--- src/rtl/workshop_button_conditioner_pkg.sv ---
// Shared types and sizing helpers for the workshop button conditioner.
package workshop_button_conditioner_pkg;

  typedef enum logic [1:0] {
    ST_IDLE   = 2'd0,
    ST_FIRST  = 2'd1,
    ST_REPEAT = 2'd2
  } step_state_e;

  // Bits needed to hold values 0..max_count inclusive.
  function automatic int unsigned count_width(input int unsigned max_count);
    return (max_count < 1) ? 1 : $clog2(max_count + 1);
  endfunction

  function automatic int unsigned max_u(input int unsigned a, input int unsigned b);
    return (a > b) ? a : b;
  endfunction

endpackage

--- src/rtl/workshop_button_conditioner_debounce.sv ---
// One button channel: 2-flop synchroniser, stability counter, debounced level
// and a single-cycle pulse registered on each accepted 0->1 change.
module workshop_debounce
  import workshop_button_conditioner_pkg::*;
#(
  parameter int unsigned DEBOUNCE_CYCLES = 250000
) (
  input  logic clk_i,
  input  logic rst_i,
  input  logic btn_i,
  output logic level_o,
  output logic rise_o
);

  localparam int unsigned CW = count_width(DEBOUNCE_CYCLES);
  localparam logic [CW-1:0] LAST = CW'(DEBOUNCE_CYCLES - 1);

  logic          sync1_q, sync2_q;
  logic          level_q, level_d;
  logic          rise_q, rise_d;
  logic [CW-1:0] cnt_q, cnt_d;

  // The counter value seen at the DEBOUNCE_CYCLES-th mismatch is LAST, so the
  // flip happens on that edge rather than one cycle later.
  always_comb begin
    level_d = level_q;
    rise_d  = 1'b0;
    cnt_d   = '0;
    if (sync2_q != level_q) begin
      if (cnt_q == LAST) begin
        level_d = sync2_q;
        rise_d  = sync2_q;
      end else begin
        cnt_d = cnt_q + CW'(1);
      end
    end
  end

  always_ff @(posedge clk_i) begin
    if (rst_i) begin
      sync1_q <= 1'b0;
      sync2_q <= 1'b0;
      level_q <= 1'b0;
      rise_q  <= 1'b0;
      cnt_q   <= '0;
    end else begin
      sync1_q <= btn_i;
      sync2_q <= sync1_q;
      level_q <= level_d;
      rise_q  <= rise_d;
      cnt_q   <= cnt_d;
    end
  end

  assign level_o = level_q;
  assign rise_o  = rise_q;

endmodule

--- src/rtl/workshop_button_conditioner.sv ---
// Button/switch front end: debounced step (with auto-repeat) and load pulses
// plus synchronised switch data for the downstream workshop counter.
module workshop_button_conditioner
  import workshop_button_conditioner_pkg::*;
#(
  parameter int unsigned DEBOUNCE_CYCLES = 250000,
  parameter int unsigned REPEAT_EN       = 1,
  parameter int unsigned REPEAT_DELAY    = 12500000,
  parameter int unsigned REPEAT_PERIOD   = 5000000
) (
  input  logic       clk,
  input  logic       rst,
  input  logic       btn_step,
  input  logic       btn_load,
  input  logic [3:0] sw_in,
  output logic       en_out,
  output logic       load_out,
  output logic [3:0] data_out
);

  localparam int unsigned TW = count_width(max_u(REPEAT_DELAY, REPEAT_PERIOD));
  localparam logic [TW-1:0] DELAY_LD  = TW'(REPEAT_DELAY);
  localparam logic [TW-1:0] PERIOD_LD = TW'(REPEAT_PERIOD);

  logic          step_level, step_rise;
  logic          load_level, load_rise;
  logic [3:0]    sw_s1_q, sw_s2_q;
  step_state_e   state_q, state_d;
  logic [TW-1:0] timer_q, timer_d;
  logic          step_pulse;

  workshop_debounce #(.DEBOUNCE_CYCLES(DEBOUNCE_CYCLES)) u_db_step (
    .clk_i   (clk),
    .rst_i   (rst),
    .btn_i   (btn_step),
    .level_o (step_level),
    .rise_o  (step_rise)
  );

  workshop_debounce #(.DEBOUNCE_CYCLES(DEBOUNCE_CYCLES)) u_db_load (
    .clk_i   (clk),
    .rst_i   (rst),
    .btn_i   (btn_load),
    .level_o (load_level),
    .rise_o  (load_rise)
  );

  always_comb begin
    state_d    = state_q;
    timer_d    = timer_q;
    step_pulse = 1'b0;
    unique case (state_q)
      ST_IDLE: begin
        if (step_rise) begin
          step_pulse = 1'b1;
          if (REPEAT_EN != 0) begin
            state_d = ST_FIRST;
            timer_d = DELAY_LD;
          end
        end
      end
      ST_FIRST, ST_REPEAT: begin
        if (!step_level) begin
          state_d = ST_IDLE;
        end else if (timer_q <= TW'(1)) begin
          step_pulse = 1'b1;
          timer_d    = PERIOD_LD;
          state_d    = ST_REPEAT;
        end else begin
          timer_d = timer_q - TW'(1);
        end
      end
      default: state_d = ST_IDLE;
    endcase
  end

  always_ff @(posedge clk) begin
    if (rst) begin
      state_q <= ST_IDLE;
      timer_q <= '0;
      sw_s1_q <= '0;
      sw_s2_q <= '0;
    end else begin
      state_q <= state_d;
      timer_q <= timer_d;
      sw_s1_q <= sw_in;
      sw_s2_q <= sw_s1_q;
    end
  end

  // Load wins a collision simply because both pulses share en_out; the step
  // pulse is never queued. Outputs are masked while rst is high.
  assign en_out   = !rst && (step_pulse || load_rise);
  assign load_out = !rst && load_rise;
  assign data_out = sw_s2_q;

  logic unused_load_level;
  assign unused_load_level = load_level;

endmodule

--- config.mk ---
export PLATFORM = sky130hd
export DESIGN_NAME = workshop_button_conditioner
export DESIGN_NICKNAME = d
export VERILOG_FILES = /design/src/rtl/workshop_button_conditioner_pkg.sv /design/src/rtl/workshop_button_conditioner_debounce.sv /design/src/rtl/workshop_button_conditioner.sv
export SDC_FILE = /design/constraint.sdc
export NUM_CORES = 1
export LEC_CHECK = 0
export CAP_MARGIN = 20
export CORE_ASPECT_RATIO = 0.8
export CORE_MARGIN = 2
export CORE_UTILIZATION = 55
export DETAILED_ROUTE_END_ITERATION = 10
export PLACE_DENSITY = 0.76
export RECOVER_POWER = 100
export SYNTH_ARGS = -nofsm -noshare
export SYNTH_HDL_FRONTEND = slang
export SYNTH_HIERARCHICAL = 1
export SYNTH_SLANG_ARGS = --single-unit
--- constraint.sdc ---
create_clock -name clk -period 2.4 [get_ports clk]
set_input_delay 0.48 -clock clk [delete_from_list [all_inputs] [get_ports clk]]
set_output_delay 0.48 -clock clk [all_outputs]
set_load 0.005 [all_outputs]
==> results of run 1 <==
worst max-delay path, cell delays in order, from the launching register on:
cell and delay (ns):
dfxtp_2 0.32, or3_4 0.38, or4_4 0.43, or3_4 0.39, o21ai_2 0.11, a21o_1 0.11, buf_2 0.11
logic make-up after synthesis:
kind of cell    count (synthesis)  synth area share [%]
simple gates                  196                  29.9
compound gates                 81                  14.8
flops                          78                  42.0
buf+inv                        34                  3.71
xor+xnor                       32                  7.55
fa+ha+maj                       6                  2.02
layout make-up:
type | count | area, um2
fillers | 536 | 2100
multi-input cells | 315 | 2030
flip-flops and latches | 78 | 1560
repair buffers | 55 | 423
clock buffers | 10 | 128
well taps | 84 | 105
clock inverters | 5 | 61.3
inverters | 16 | 60.1
flip-flops by register name, summed over array words and instances (netlist names), 2 cells and up:
register,flops
u_db_step/cnt_q,18
u_db_load/cnt_q,18
timer_q,24
sw_s1_q,4
state_q,2
data_out,4
stage by stage:
step / TNS (ns) / std cells / setup WS (ns) / total power (uW)
detailed placement: -0.347 / 548 / -0.347 / 1400
global route: -0.978 / 563 / -0.354 / 2400
CTS: -0.344 / 563 / -0.344 / 2330
finish: -0.497 / 563 / -0.278 / 2310
floorplan: 0 / 427 / 0.0268 / 1370
global placement: -0.336 / 548 / -0.336 / 1400
power by group through the flow:
stage	logic [uW]	registers (uW)	clock network, uW
5_1_grt	61.1	1310	1020
3_3_place_gp	56.3	1340	0
6_report	55.9	1310	947
4_1_cts	57.9	1310	963
2_1_floorplan	30.1	1340	0
3_5_place_dp	57.6	1340	0
routing by layer:
layer / vias to the layer above / wire length, um
li1: 1651 / -
met5: - / 0
met3: 10 / 647
met4: 0 / 62
met1: 1569 / 4000
met2: 142 / 3890
what timing repair did:
| action | CTS | global route |
|---|---|---|
| endpoints found under the setup margin | 2 | 3 |
| hold buffers | 0 | 0 |
| gates resized for setup | 9 | 4 |
| pin swaps | 3 | 3 |
layout by cell type, fill, tap and decap left out, types with 3 or more instances in the layout:
master / synthesis / layout
nor3_1: 20 / 21
dlygate4sd3_1: 0 / 5
clkdlybuf4s50_1: 0 / 7
a211oi_1: 8 / 7
nor4b_1: 5 / 4
nor4_1: 18 / 18
nor2_1: 48 / 48
clkbuf_8: 0 / 9
buf_4: 2 / 37
clkbuf_1: 14 / 5
o31ai_1: 6 / 7
a31oi_1: 4 / 4
inv_1: 16 / 15
nor2b_1: 15 / 15
xnor2_1: 30 / 30
o21a_1: 4 / 4
clkinvlp_4: 0 / 3
or3_1: 11 / 9
and2_1: 4 / 3
nand2_1: 18 / 18
o21ai_0: 12 / 12
a21o_1: 3 / 3
nand3_1: 16 / 15
o21ai_2: 2 / 3
a21oi_1: 22 / 22
o41ai_1: 3 / 3
ha_1: 6 / 6
nand4_1: 13 / 13
or4_1: 5 / 5
dfxtp_1: 78 / 77
path summary, 6_finish.rpt:
| check | end | slack (ns) | depth (start not counted) |
|---|---|---|---|
| setup reg to reg | timer_q[6]$_SDFFE_PP0P_ | -0.09 | 6 |
| hold reg to reg | u_db_load/sync2_q$_SDFF_PP0_ | 0.44 | 1 |
| setup / recovery | en_out | -0.28 | 6 |
| hold / removal | u_db_load/sync2_q$_SDFF_PP0_ | 0.44 | 1 |
==> out/results.tsv, run 1 <==
stage	metric	value	unit
run_status	status	finished with violations	
run_status	failing checks	setup timing	
global_route	largest net degree at the start of global routing	36	
synth	Synth Register Bits	78	
floorplan	Die Width	95.9	um
synth	Synthesized Nets	441	
min_path	hold_sp	u_db_load/sync1_q$_SDFF_PP0_	
sta	Hold WS	0.443	ns
final_layout	Net count, final	489	
setup_path	Worst Path Max Fanout	2	
global_route	global-route wire length before repair	14100	um
clocking	Clock Sinks	78	
synth	dominant cells by area after synthesis	dfxtp_1 (42%), xnor2_1 (7.1%), nor2_1 (4.9%)	
setup_path	Worst Setup Path Type	flop to primary output	
placed_design	Post-DP HPWL	6000	um
global_route	M1 GR Usage	32.9	%
floorplan	Rows	26	
sta	Final WS setup	-0.278	ns
final_layout	area delta synth->final	17.7	%
power	Leak Pwr	0.00156	uW
power	Pwr Density	529	nW/um2
placed_design	routability cong.	0.875	
clocking	CTS Buffer Depth	2	
global_route	M2 GR Usage	36.9	%
sta	Slew Limit Fails	0	
sta	worst slew pin tran	0.691	ns
route	drt first-iter violations	280	
clocking	CTS Root Cell	clkbuf_8	
floorplan	DIE AREA	7430	um2
sta	final hold viol count	0	
setup_path	R2R Path Start	timer_q[15]$_SDFFE_PP0P_	
sta	Setup Skew	0.0108	ns
sta	Final period util	112	%
global_route	GRT Overall Usage	24.1	%
min_path	Min-Delay Path Class	flop to flop	
clocking	Worst-Skew Late Latency	0.35	ns
sta	final setup fails	5	
power	Switching Fraction	21.8	%
flow_run	Max-cap violations	0	
route	Detail Route Antenna Nets	0	
synth	Synth top area share	42.0	%
final_layout	post-layout instance area	4370	um2
sta	RSZ-0062 raised after global routing	yes	
synth	sequential share of the synthesized area	42.0	%
power	power share of the clock group	41.0	%
final_layout	share of layout cells above drive strength 1	15.7	%
synth	most common cell in the synthesized netlist	dfxtp_1	
synth	Post-synth EDFFs	0	
setup_path	startpoint types	flop	
synth	async set or reset register ratio after synthesis	0	%
power	sequential power share	56.6	%
power	Int Pwr	1810	uW
power	switching power	505	uW
final_layout	# diodes	0	
setup_path	critical path capture point type	primary output	
global_route	vias in the first global route	3075	
clocking	cts bufs inserted	9	
clocking	CTS tree	done	
route	drt wl/cell	15.3	um
floorplan	chip height	77.5	um
synth	Mean Syn Cell Area	8.70	um2
clocking	H-Tree Depth	3	
sta	Achievable Freq	373	MHz
placed_design	Port Buffers	13	
global_route	initial antenna violation count	0	
global_route	GRT overflow	0	
global_route	GRT busiest layer	met2	
floorplan	CORE AREA	6470	um2
route	final WL	8600	um
power	VDD IR max	0.282	mV
sta	Final min period	2.68	ns
synth	library cells used by synthesis	56	
setup_path	Critical Path RT	1.92	ns
clocking	Reg clk slew, reported paths	0.08	ns
synth	synthesized cell area	3710	um2
power	Combinational Power Share	2.4	%
setup_path	Worst Path Arrival	2.20	ns
sta	Slew HR	53.9	%
global_route	GR met3 Demand/Resource	7.77	%
placed_design	Area after DPL	4190	um2
final_layout	final core utilization	67.5	%
route	number of remaining DRC errors	0	
route	DRT Pass-1 Iters	6	
clocking	Setup Fix Bufs, Post-CTS	0	
route	Vias/cell	5.99	
synth	YS warnings	6	
setup_path	Critical Path Source	timer_q[15]$_SDFFE_PP0P_	
synth	ys flop type	dfxtp_1	
synth	Post-synth top cells	dfxtp_1 (78), nor2_1 (48), xnor2_1 (30)	
floorplan	Initial Util	57.4	%
synth	Yosys top cell by area	dfxtp_1	
floorplan	I/O pins	14	
route	via count	3372	
synth	Syn Inst Count	427	
Note: power is estimated with default switching activity, not from simulation.
==> run 2: changes to the inputs <==
ABC_CLOCK_PERIOD_IN_PS = 2400   (was not set)
CTS_CLUSTER_SIZE = 40   (was not set)
==> results of run 2 <==
Same layout as run 1: the final DEF is identical, and so are final timing and power.
